$ cat config.mk
export PLATFORM = sky130hd
export DESIGN_NAME = if_fetch_ctrl
export DESIGN_NICKNAME = d
export VERILOG_FILES = /design/src/rtl/if_fetch_ctrl.sv
export SDC_FILE = /design/constraint.sdc
export NUM_CORES = 1
export LEC_CHECK = 0
export BUFFER_PORTS_ARGS = -buffer_cell sky130_fd_sc_hd__buf_2
export CAP_MARGIN = 0
export CORE_MARGIN = 2
export CORE_UTILIZATION = 39
export DETAILED_ROUTE_END_ITERATION = 10
export PLACE_DENSITY = 0.66
export SYNTH_ARGS = -nofsm -noshare
export SYNTH_HDL_FRONTEND = slang
export SYNTH_SLANG_ARGS = --single-unit
$ cat constraint.sdc
create_clock -name clk -period 2.7 [get_ports clk]
set_input_delay 0.54 -clock clk [delete_from_list [all_inputs] [get_ports clk]]
set_output_delay 0.54 -clock clk [all_outputs]
set_load 0.005 [all_outputs]
$ cat src/rtl/if_fetch_ctrl.sv
// Instruction fetch sequencer: owns the fetch PC, keeps one memory request outstanding
// and buffers the returned entry toward decode. Optional response watchdog: IF_RSP_TIMEOUT_EN.
module if_fetch_ctrl #(
    parameter int                  PC_WIDTH       = 32,
    parameter int                  INSTR_WIDTH    = 32,
    parameter logic [PC_WIDTH-1:0] RESET_PC       = '0,
    parameter int                  TIMEOUT_CYCLES = 16
) (
    input  logic                   clk,
    input  logic                   rst_n,
    input  logic                   redirect_valid_i,
    input  logic [PC_WIDTH-1:0]    redirect_pc_i,
    output logic                   mem_req_o,
    output logic [PC_WIDTH-1:0]    mem_addr_o,
    input  logic                   mem_gnt_i,
    input  logic                   mem_rsp_valid_i,
    input  logic [INSTR_WIDTH-1:0] mem_rsp_instr_i,
    input  logic                   mem_rsp_err_i,
    output logic                   if_valid_o,
    input  logic                   if_ready_i,
    output logic [PC_WIDTH-1:0]    if_pc_o,
    output logic [INSTR_WIDTH-1:0] if_instr_o,
    output logic                   if_pc_misalign_o,
    output logic                   if_bus_err_o
);

    typedef enum logic [2:0] {IDLE, REQ, WAIT, DROP, HOLD, HALT} state_t;

    state_t                 state_q, state_d;
    logic [PC_WIDTH-1:0]    pc_q, pc_d;
    logic [PC_WIDTH-1:0]    buf_pc_q;
    logic [INSTR_WIDTH-1:0] buf_instr_q, ld_instr;
    logic                   buf_mis_q, buf_err_q;
    logic                   ld, ld_mis, ld_err;
    logic                   misaligned;
    logic                   timeout;

    assign misaligned = (pc_q[1:0] != 2'b00);

`ifdef IF_RSP_TIMEOUT_EN
    localparam int CNT_W = $clog2(TIMEOUT_CYCLES + 1);
    logic [CNT_W-1:0] cnt_q;
    logic             waiting;

    assign waiting = (state_q == WAIT) || (state_q == DROP);
    assign timeout = waiting && (cnt_q == CNT_W'(TIMEOUT_CYCLES - 1));

    // Restart the watchdog on every entry into a waiting state; a redirect within DROP keeps counting.
    always_ff @(posedge clk or negedge rst_n) begin
        if (!rst_n) begin
            cnt_q <= '0;
        end else if ((state_d == WAIT || state_d == DROP) && (state_d != state_q)) begin
            cnt_q <= '0;
        end else if (waiting) begin
            cnt_q <= cnt_q + CNT_W'(1);
        end
    end
`else
    logic unused_timeout_cfg;
    assign unused_timeout_cfg = (TIMEOUT_CYCLES == 0);
    assign timeout = 1'b0;
`endif

    always_comb begin
        state_d   = state_q;
        pc_d      = pc_q;
        mem_req_o = 1'b0;
        ld        = 1'b0;
        ld_instr  = '0;
        ld_mis    = 1'b0;
        ld_err    = 1'b0;

        case (state_q)
            IDLE: state_d = REQ;
            REQ: begin
                if (misaligned) begin
                    ld      = 1'b1;
                    ld_mis  = 1'b1;
                    state_d = HOLD;
                end else begin
                    mem_req_o = 1'b1;
                    if (mem_gnt_i) state_d = WAIT;
                end
            end
            WAIT: begin
                if (mem_rsp_valid_i) begin
                    ld       = 1'b1;
                    ld_instr = mem_rsp_instr_i;
                    ld_err   = mem_rsp_err_i;
                    state_d  = HOLD;
                end else if (timeout) begin
                    ld      = 1'b1;
                    ld_err  = 1'b1;
                    state_d = HOLD;
                end
            end
            DROP: if (mem_rsp_valid_i || timeout) state_d = REQ;
            HOLD: begin
                if (if_ready_i) begin
                    if (buf_mis_q || buf_err_q) begin
                        state_d = HALT;
                    end else begin
                        pc_d    = pc_q + PC_WIDTH'(4);
                        state_d = REQ;
                    end
                end
            end
            HALT: state_d = HALT;
            default: state_d = IDLE;
        endcase

        // A granted-but-unanswered request must still be drained, hence DROP.
        if (redirect_valid_i && (state_q != IDLE)) begin
            pc_d = redirect_pc_i;
            ld   = 1'b0;
            case (state_q)
                REQ:       state_d = (mem_req_o && mem_gnt_i) ? DROP : REQ;
                WAIT, DROP: state_d = (mem_rsp_valid_i || timeout) ? REQ : DROP;
                default:   state_d = REQ;
            endcase
        end
    end

    always_ff @(posedge clk or negedge rst_n) begin
        if (!rst_n) begin
            state_q     <= IDLE;
            pc_q        <= RESET_PC;
            buf_pc_q    <= '0;
            buf_instr_q <= '0;
            buf_mis_q   <= 1'b0;
            buf_err_q   <= 1'b0;
        end else begin
            state_q <= state_d;
            pc_q    <= pc_d;
            if (ld) begin
                buf_pc_q    <= pc_q;
                buf_instr_q <= ld_instr;
                buf_mis_q   <= ld_mis;
                buf_err_q   <= ld_err;
            end
        end
    end

    assign mem_addr_o       = pc_q;
    assign if_valid_o       = (state_q == HOLD);
    assign if_pc_o          = buf_pc_q;
    assign if_instr_o       = buf_instr_q;
    assign if_pc_misalign_o = buf_mis_q;
    assign if_bus_err_o     = buf_err_q;

endmodule

==> results_tabular.tex, run 1 <==
\begin{tabular}{lr}
\hline
Metric & Value \\
\hline
\multicolumn{2}{l}{\textbf{Clocking}} \\
Num Clock Sinks & 101 \\
H-tree levels & 3 \\
Post-CTS Hold Buffers & 0 \\
TritonCTS clock tree & built \\
PostCTS Resize Cnt & 0 \\
Clock Latency Late Sink & $\sim$0.34 ns \\
CTS Buf Count & 9 \\
Clk root buf & sky130\_fd\_sc\_hd\_\_clkbuf\_16 \\
Max Root-Sink Buffers & 2 \\
Post-CTS setup buffer count & 0 \\
Clock slew at the register clock pins of the worst setup and hold paths & roughly 0.070 ns \\
\multicolumn{2}{l}{\textbf{Setup path}} \\
Critical-path cell list & or3b\_1 > or4\_1 > or4\_1 > a31oi\_1 \\
Crit-path leading delay family & simple AND/OR/NAND/NOR gates \\
Crit-path max cell delay & $\sim$0.72 ns \\
Element type at the critical path end & flip-flop \\
CP Data Required Time & about 3 ns \\
WP data arrival & 2.75 ns \\
Type of origin of the critical path & flip-flop \\
Slowest library cell on the worst path & sky130\_fd\_sc\_hd\_\_or4\_1 \\
Worst Path Buf+Inv & 0 \\
CP Max Fanout & 9 \\
Library cell appearing most often on the critical path & sky130\_fd\_sc\_hd\_\_or4\_1 \\
Classification of the worst setup path & reg2reg \\
Depth of the worst register-to-register path & 4 \\
Critical Path Stages & 4 \\
\multicolumn{2}{l}{\textbf{Global route}} \\
Number of global-route vias before repair & 3,402 \\
Total global-route track usage & between 10\% and 20\% \\
GR Overflow Total & 0 \\
Largest net degree at the start of global routing & between 50 and 60 \\
First-pass GRT wire length & 17,000 microns \\
Number of antenna violations at the first check in global routing & 2 \\
\multicolumn{2}{l}{\textbf{Yosys}} \\
Library cells used by synthesis & 38 \\
Yosys top cell by area & sky130\_fd\_sc\_hd\_\_dfrtp\_1 \\
Number of synthesized register bits & 101 \\
Mapped Nets & 458 \\
Post-synth design cell area & about 4400 sq um \\
Cell count after synthesis & roughly 390 \\
Mean cell area of the mapped netlist & 11.4 sq um \\
Top cells by area in the synthesized netlist & sky130\_fd\_sc\_hd\_\_dfrtp\_1 (57\%), sky130\_fd\_sc\_hd\_\_mux2\_2 (7.4\%), sky130\_fd\_sc\_hd\_\_a22o\_1 (6.6\%), sky130\_fd\_sc\_hd\_\_nand2\_1 (3.9\%), sky130\_fd\_sc\_hd\_\_xnor2\_1 (3.6\%) \\
Yosys warning total & 0 \\
Top cell type's share of synthesized area & 57.4\% \\
Share of synthesized area occupied by flip-flops and latches & $\sim$57\% \\
\multicolumn{2}{l}{\textbf{Placed design}} \\
Final weighted congestion in routability-driven placement & 0.791 \\
Placed Instance Area & 5450 sq um \\
I/O Buffers & between 150 and 200 \\
Detailed Place HPWL & a little over 8000 microns \\
\multicolumn{2}{l}{\textbf{Floorplan}} \\
Effective utilization at floorplan & 40.3\% \\
Std cell rows & 38 \\
Height of the die & 110 microns \\
\# IOs & 171 \\
Die width & 110 microns \\
Placeable core region & 10,900 sq um \\
Total die area & 12,200 sq um \\
\multicolumn{2}{l}{\textbf{STA}} \\
Period minus WS final & 2.49 ns \\
Final cycle utilization of the critical path & roughly 92\% \\
Hold slack final & approximately 0.23 ns \\
Transition time at the pin with the least slew margin & 1.08 ns \\
Relative slew slack & 27.1\% \\
Fin Clk Skew & approximately 0.009 ns \\
RSZ-0062 raised after global routing & false \\
Pins Over Slew Limit & 0 \\
Number of failing setup endpoints in the final timing report & 0 \\
Hold Vio Cnt, Final & 0 \\
Highest achievable clock rate & between 400 and 500 MHz \\
Post-Route Setup TNS & 0 ns \\
\multicolumn{2}{l}{\textbf{Power and ir drop}} \\
Internal power consumption & 3730 uW \\
Clock network fraction of design power & between 20\% and 30\% \\
Net switching power & 1890 uW \\
Static Leakage & 0.00281 uW \\
Fraction of power spent switching nets & between 30 and 40\% \\
Register share of total power & 44.9\% \\
Max rail drop VDD & 0.438 mV \\
Share of total power in combinational logic & 33.5\% \\
Total power divided by cell area & approximately 1000 nW/um\^{}2 \\
\multicolumn{2}{l}{\textbf{Routing}} \\
Total vias in the final route & approximately 3,500 \\
Initial detailed-routing violation count & 108 \\
1st-pass router iterations & 4 \\
Drt wl/cell & 15.9 microns \\
Antenna violation net count after detailed routing & 0 \\
Number of design rule violations left after detail routing & 0 \\
Post-Route WL & around 11,000 microns \\
Ratio of routed vias to standard cells & a little over 5 \\
\multicolumn{2}{l}{\textbf{Worst hold path}} \\
Worst Hold Class & in2async \\
\multicolumn{2}{l}{\textbf{Finish}} \\
Layout cells sized above 1 & 41.5\% \\
Fillers & 988 \\
Post-layout instance area & 5730 sq um \\
Core Util, Final & 52.4\% \\
Post-synthesis to final-layout area growth & 30.0\% \\
Nets & about 630 \\
\multicolumn{2}{l}{\textbf{Flow run}} \\
Number of max-cap violations & 0 \\
\multicolumn{2}{l}{\textbf{Status}} \\
Result of the run & finished clean \\
\hline
\end{tabular}
[worst register-to-register path: cells and delay by family (launching register included)]
family	cells	cell delay, ns
AND/OR/NAND/NOR	3	1.79
flip-flops	1	0.43
AO/OA/AOI/OAI	1	0.19
[flip-flops by register name, summed over array words and instances, names as in the netlist]
register,cells
if_instr_o,32
if_pc_o,32
mem_addr_o,32
state_q,3
if_bus_err_o,1
if_pc_misalign_o,1
[kinds of logic (layout without fill, tap and decap cells)]
| family | count (synthesis) | count (layout) | synth area share (%) |
|---|---|---|---|
| AOI/OAI and AO/OA | 79 | 79 | 12.2 |
| and+or+nand+nor | 118 | 118 | 14.2 |
| buffers and inverters | 29 | 200 | 2.73 |
| DFF | 101 | 101 | 57.4 |
| xor gates and xnor gates | 28 | 28 | 5.57 |
| muxes | 30 | 30 | 7.64 |
| adders and majority gates | 1 | 1 | 0.284 |
| other | 0 | 1 | 0 |
[layout make-up]
type	instances	area, sq um	share of cell area (%)
inverters	6	22.5	0.393
diodes	1	2.50	0.0437
clock inverters	1	5.00	0.0874
repair buffers	179	946	16.5
multi-input cells	256	1770	31.0
clock buffers	14	274	4.78
flip-flops and latches	101	2530	44.1
well taps	140	175	3.06
[cells in the mapped netlist, drive strengths merged]
master,instances
nand4,8
clkbuf,19
and3,4
nor3,9
buf,4
a211oi,1
mux2,29
a22o,33
or2,2
o22ai,2
xnor2,18
a21oi,3
nor4,9
a31oi,1
and4,3
o31ai,2
o31a,1
nand3,11
nor4b,1
xor2,10
dfrtp,101
nand2b,1
o21ai,35
mux2i,1
o21bai,1
or4b,1
or3b,3
ha,1
nand2,46
inv,6
nor2,16
or4,3
nand4bb,1
[cells in the final DEF, fill, tap and decap left out, types with 2 or more instances in the layout]
cell type / n
sky130_fd_sc_hd__or3b_1: 2
sky130_fd_sc_hd__buf_2: 169
sky130_fd_sc_hd__dfrtp_1: 101
sky130_fd_sc_hd__nor2_1: 15
sky130_fd_sc_hd__nor4_2: 5
sky130_fd_sc_hd__clkbuf_1: 2
sky130_fd_sc_hd__clkbuf_16: 9
sky130_fd_sc_hd__buf_12: 2
sky130_fd_sc_hd__nand2_1: 46
sky130_fd_sc_hd__nor3_1: 9
sky130_fd_sc_hd__or4_1: 3
sky130_fd_sc_hd__xnor2_1: 18
sky130_fd_sc_hd__nand3_1: 11
sky130_fd_sc_hd__o21ai_0: 30
sky130_fd_sc_hd__xor2_1: 10
sky130_fd_sc_hd__inv_1: 6
sky130_fd_sc_hd__mux2_2: 29
sky130_fd_sc_hd__o22ai_1: 2
sky130_fd_sc_hd__and4_1: 3
sky130_fd_sc_hd__clkbuf_8: 3
sky130_fd_sc_hd__a21oi_1: 3
sky130_fd_sc_hd__and3_1: 4
sky130_fd_sc_hd__buf_4: 8
sky130_fd_sc_hd__nand4_1: 8
sky130_fd_sc_hd__o31ai_1: 2
sky130_fd_sc_hd__nor4_1: 4
sky130_fd_sc_hd__o21ai_1: 5
sky130_fd_sc_hd__a22o_1: 33
[metal layers]
metal | routed length [microns] | vias to the layer above | GRT usage, % | part of all wire (%)
li1 | - | 1718 | - | -
met1 | 5040 | 1641 | 24.3 | 45
met2 | 4880 | 144 | 28.4 | 44
met3 | 991 | 16 | 5.29 | 8.9
met4 | 171 | 2 | 6.70 | 1.5
met5 | 5 | - | 0 | 0.045
[worst paths after layout]
path                       slack, ns                         end                  startpoint
max                             0.21  mem_addr_o[21]$_DFFE_PN0P_      state_q[1]$_DFFE_PN0P_
min                             0.23  if_instr_o[14]$_DFFE_PN0P_                       rst_n
max reg2reg                     0.21  mem_addr_o[21]$_DFFE_PN0P_      state_q[1]$_DFFE_PN0P_
min reg2reg                     0.49  if_instr_o[16]$_DFFE_PN0P_  if_instr_o[16]$_DFFE_PN0P_
max in group asynchronous       1.81     if_pc_o[25]$_DFFE_PN0P_                       rst_n
min in group clk                0.39   mem_addr_o[1]$_DFFE_PN0P_            redirect_pc_i[1]
[per-stage QoR]
| stage | cells | setup slack (ns) | total power, uW |
|---|---|---|---|
| floorplan | 386 | 0.350 | 3530 |
| global placement | 682 | 0.210 | 4400 |
| detailed placement | 682 | 0.168 | 4460 |
| CTS | 697 | 0.226 | 5700 |
| global route | 698 | 0.0991 | 6050 |
| finish | 698 | 0.215 | 5620 |
[power by group through the flow]
| stage | Clock [uW] | Combinational [uW] | Sequential, uW |
|---|---|---|---|
| after global routing | 1330 | 2110 | 2610 |
| after floorplan | 0 | 1010 | 2520 |
| final | 1210 | 1880 | 2520 |
| after CTS | 1260 | 1920 | 2530 |
| after global placement | 0 | 1880 | 2520 |
| after detailed placement | 0 | 1910 | 2550 |
(Power assumes the default switching activity.)
==> run 2, diff against run 1 <==
==> constraint.sdc (replaced) <==
create_clock -name clk -period 2.7 [get_ports clk]
set_input_delay 0.54 -clock clk [delete_from_list [all_inputs] [get_ports clk]]
set_output_delay 0.54 -clock clk [all_outputs]
set_load 0.1 [all_outputs]
==> run 2 against run 1 <==
Final cell count increased by 0.43%. Global-route usage grew 0.38 points. Clock-buffer cell count is 3 lower. Design area up 1.7%. Register-to-register slack improved by 0.13 ns. Worst hold slack got worse by 0.060 ns. First-iteration DRC count is 47% higher. Critical path depth did not move. Sequential share of layout area decreased by 0.72 points. Core utilization rose by 0.89 points.
==> results_tabular.tex, run 2 (same netlist as run 1, synthesis figures left out) <==
\begin{tabular}{lr}
\hline
Metric & Value \\
\hline
\multicolumn{2}{l}{\textbf{Status}} \\
Result of the run & finished clean (unchanged) \\
\multicolumn{2}{l}{\textbf{Finish}} \\
Most frequent cells in the layout & sky130\_fd\_sc\_hd\_\_buf\_2 (169), sky130\_fd\_sc\_hd\_\_dfrtp\_1 (100), sky130\_fd\_sc\_hd\_\_nand2\_1 (46) (was sky130\_fd\_sc\_hd\_\_buf\_2 (169), sky130\_fd\_sc\_hd\_\_dfrtp\_1 (101), sky130\_fd\_sc\_hd\_\_nand2\_1 (46)) \\
Nets & 627 (was 625) \\
Commonest non-fill, non-tap cell in the layout & sky130\_fd\_sc\_hd\_\_buf\_2 (unchanged) \\
Post-synthesis to final-layout area growth & 32.2\% (was 30.0\%) \\
Layout cells sized above 1 & 42.3\% (was 41.5\%) \\
\multicolumn{2}{l}{\textbf{Global route}} \\
Largest net degree at the start of global routing & 60 (was 54) \\
Number of global-route vias before repair & 3,484 (was 3,402) \\
Number of antenna violations at the first check in global routing & 0 (was 2) \\
GR Overflow Total & 0 (unchanged) \\
Total global-route track usage & 18.6\% (was 18.3\%) \\
First-pass GRT wire length & 17,300 microns (was 17,000 microns) \\
\multicolumn{2}{l}{\textbf{Routing}} \\
Post-Route WL & 11,100 microns (about the same) \\
Total vias in the final route & 3,639 (was 3,521) \\
Initial detailed-routing violation count & 159 (was 108) \\
Number of design rule violations left after detail routing & 0 (unchanged) \\
Ratio of routed vias to standard cells & 5.19 (was 5.04) \\
Drt wl/cell & 15.9 microns (about the same) \\
1st-pass router iterations & 4 (unchanged) \\
Antenna violation net count after detailed routing & 0 (unchanged) \\
\multicolumn{2}{l}{\textbf{STA}} \\
Fin Clk Skew & 0.00770 ns (was 0.00901 ns) \\
Final cycle utilization of the critical path & 93.1\% (was 92.0\%) \\
Relative slew slack & 48.8\% (was 27.1\%) \\
Highest achievable clock rate & 398 MHz (was 402 MHz) \\
RSZ-0062 raised after global routing & false (unchanged) \\
Number of failing setup endpoints in the final timing report & 0 (unchanged) \\
Period minus WS final & 2.51 ns (was 2.49 ns) \\
Transition time at the pin with the least slew margin & 0.762 ns (was 1.08 ns) \\
Pins Over Slew Limit & 0 (unchanged) \\
Post-Route Setup TNS & 0 ns (unchanged) \\
Hold Vio Cnt, Final & 0 (unchanged) \\
\multicolumn{2}{l}{\textbf{Setup path}} \\
CP Max Fanout & 9 (unchanged) \\
CP Data Required Time & 2.16 ns (was 2.96 ns) \\
Type of origin of the critical path & flip-flop (unchanged) \\
Element type at the critical path end & output port (was flip-flop) \\
WP data arrival & 1.97 ns (was 2.75 ns) \\
Classification of the worst setup path & reg2out (was reg2reg) \\
\multicolumn{2}{l}{\textbf{Placed design}} \\
I/O Buffers & 170 (unchanged) \\
Final weighted congestion in routability-driven placement & 0.788 (was 0.791) \\
Detailed Place HPWL & 8090 microns (was 8180 microns) \\
\multicolumn{2}{l}{\textbf{Clocking}} \\
Post-CTS Hold Buffers & 0 (unchanged) \\
Clock Latency Late Sink & 0.34 ns (about the same) \\
Post-CTS setup buffer count & 0 (unchanged) \\
Max Root-Sink Buffers & 2 (unchanged) \\
Num Clock Sinks & 101 (unchanged) \\
PostCTS Resize Cnt & 0 (unchanged) \\
Clock slew at the register clock pins of the worst setup and hold paths & 0.07 ns (about the same) \\
H-tree levels & 3 (unchanged) \\
TritonCTS clock tree & built (unchanged) \\
Clk root buf & sky130\_fd\_sc\_hd\_\_clkbuf\_16 (unchanged) \\
CTS Buf Count & 9 (unchanged) \\
\multicolumn{2}{l}{\textbf{Floorplan}} \\
Effective utilization at floorplan & 40.3\% (unchanged) \\
Die width & 110 microns (unchanged) \\
Std cell rows & 38 (unchanged) \\
Height of the die & 110 microns (unchanged) \\
Total die area & 12,200 sq um (unchanged) \\
\# IOs & 171 (unchanged) \\
Placeable core region & 10,900 sq um (unchanged) \\
\multicolumn{2}{l}{\textbf{Worst hold path}} \\
Worst Hold Class & in2async (unchanged) \\
\multicolumn{2}{l}{\textbf{Flow run}} \\
Number of max-cap violations & 0 (unchanged) \\
\hline
\end{tabular}
## run 2: final cells by class
type,count,area [sq um]
Sequential cell,101,2530
Timing Repair Buffer,181,961
Multi-Input combinational cell,256,1790
Fill cell,989,5110
Clock inverter,5,106
Inverter,6,22.5
Tap cell,140,175
Clock buffer,11,243
Antenna cell,1,2.50
## run 2: per-stage QoR
stage | cells | cell area, sq um | setup WS (ns) | hold WS, ns | utilization [%]
floorplan | 386 | 4420 | 0.00271 | 0.244 | -
global placement | 684 | 5470 | 0.252 | 0.464 | 50.0
detailed placement | 684 | 5470 | 0.181 | 0.469 | 50.0
CTS | 700 | 5820 | 0.174 | 0.200 | 53.2
global route | 700 | 5820 | 0.111 | 0.225 | 53.2
finish | 701 | 5820 | 0.186 | 0.175 | 53.3
## run 2: path summary, 6_finish.rpt
check,from,endpoint,slack (ns),cells after the start
setup / recovery,state_q[0]$_DFFE_PN0P_,mem_req_o,0.19,4
hold / removal,rst_n,if_pc_o[28]$_DFFE_PN0P_,0.17,1
setup reg to reg,state_q[1]$_DFFE_PN0P_,mem_addr_o[24]$_DFFE_PN0P_,0.34,5
hold reg to reg,if_pc_o[16]$_DFFE_PN0P_,if_pc_o[16]$_DFFE_PN0P_,0.49,2
max in group asynchronous,rst_n,if_bus_err_o$_DFFE_PN0P_,1.76,2
min in group clk,redirect_pc_i[1],mem_addr_o[1]$_DFFE_PN0P_,0.39,3
## run 2: metal layers
metal / track usage [%] / vias up / share of wire, %
li1: - / 1720 / -
met1: 24.4 / 1762 / 44
met5: 0 / - / 0
met4: 6.70 / 0 / 1.7
met3: 5.41 / 16 / 9.1
met2: 29.6 / 141 / 45
## run 2: worst max-delay path: stages, from the launching register on
cell	delay (ns)
sky130_fd_sc_hd__dfrtp_1	0.35
sky130_fd_sc_hd__buf_4	0.16
sky130_fd_sc_hd__or3b_2	0.53
sky130_fd_sc_hd__nor3_4	0.14
sky130_fd_sc_hd__buf_2	0.45
Power of run 2 is not shown: default switching activity piles up to over one toggle a cycle in this logic, so the estimate is an artifact.
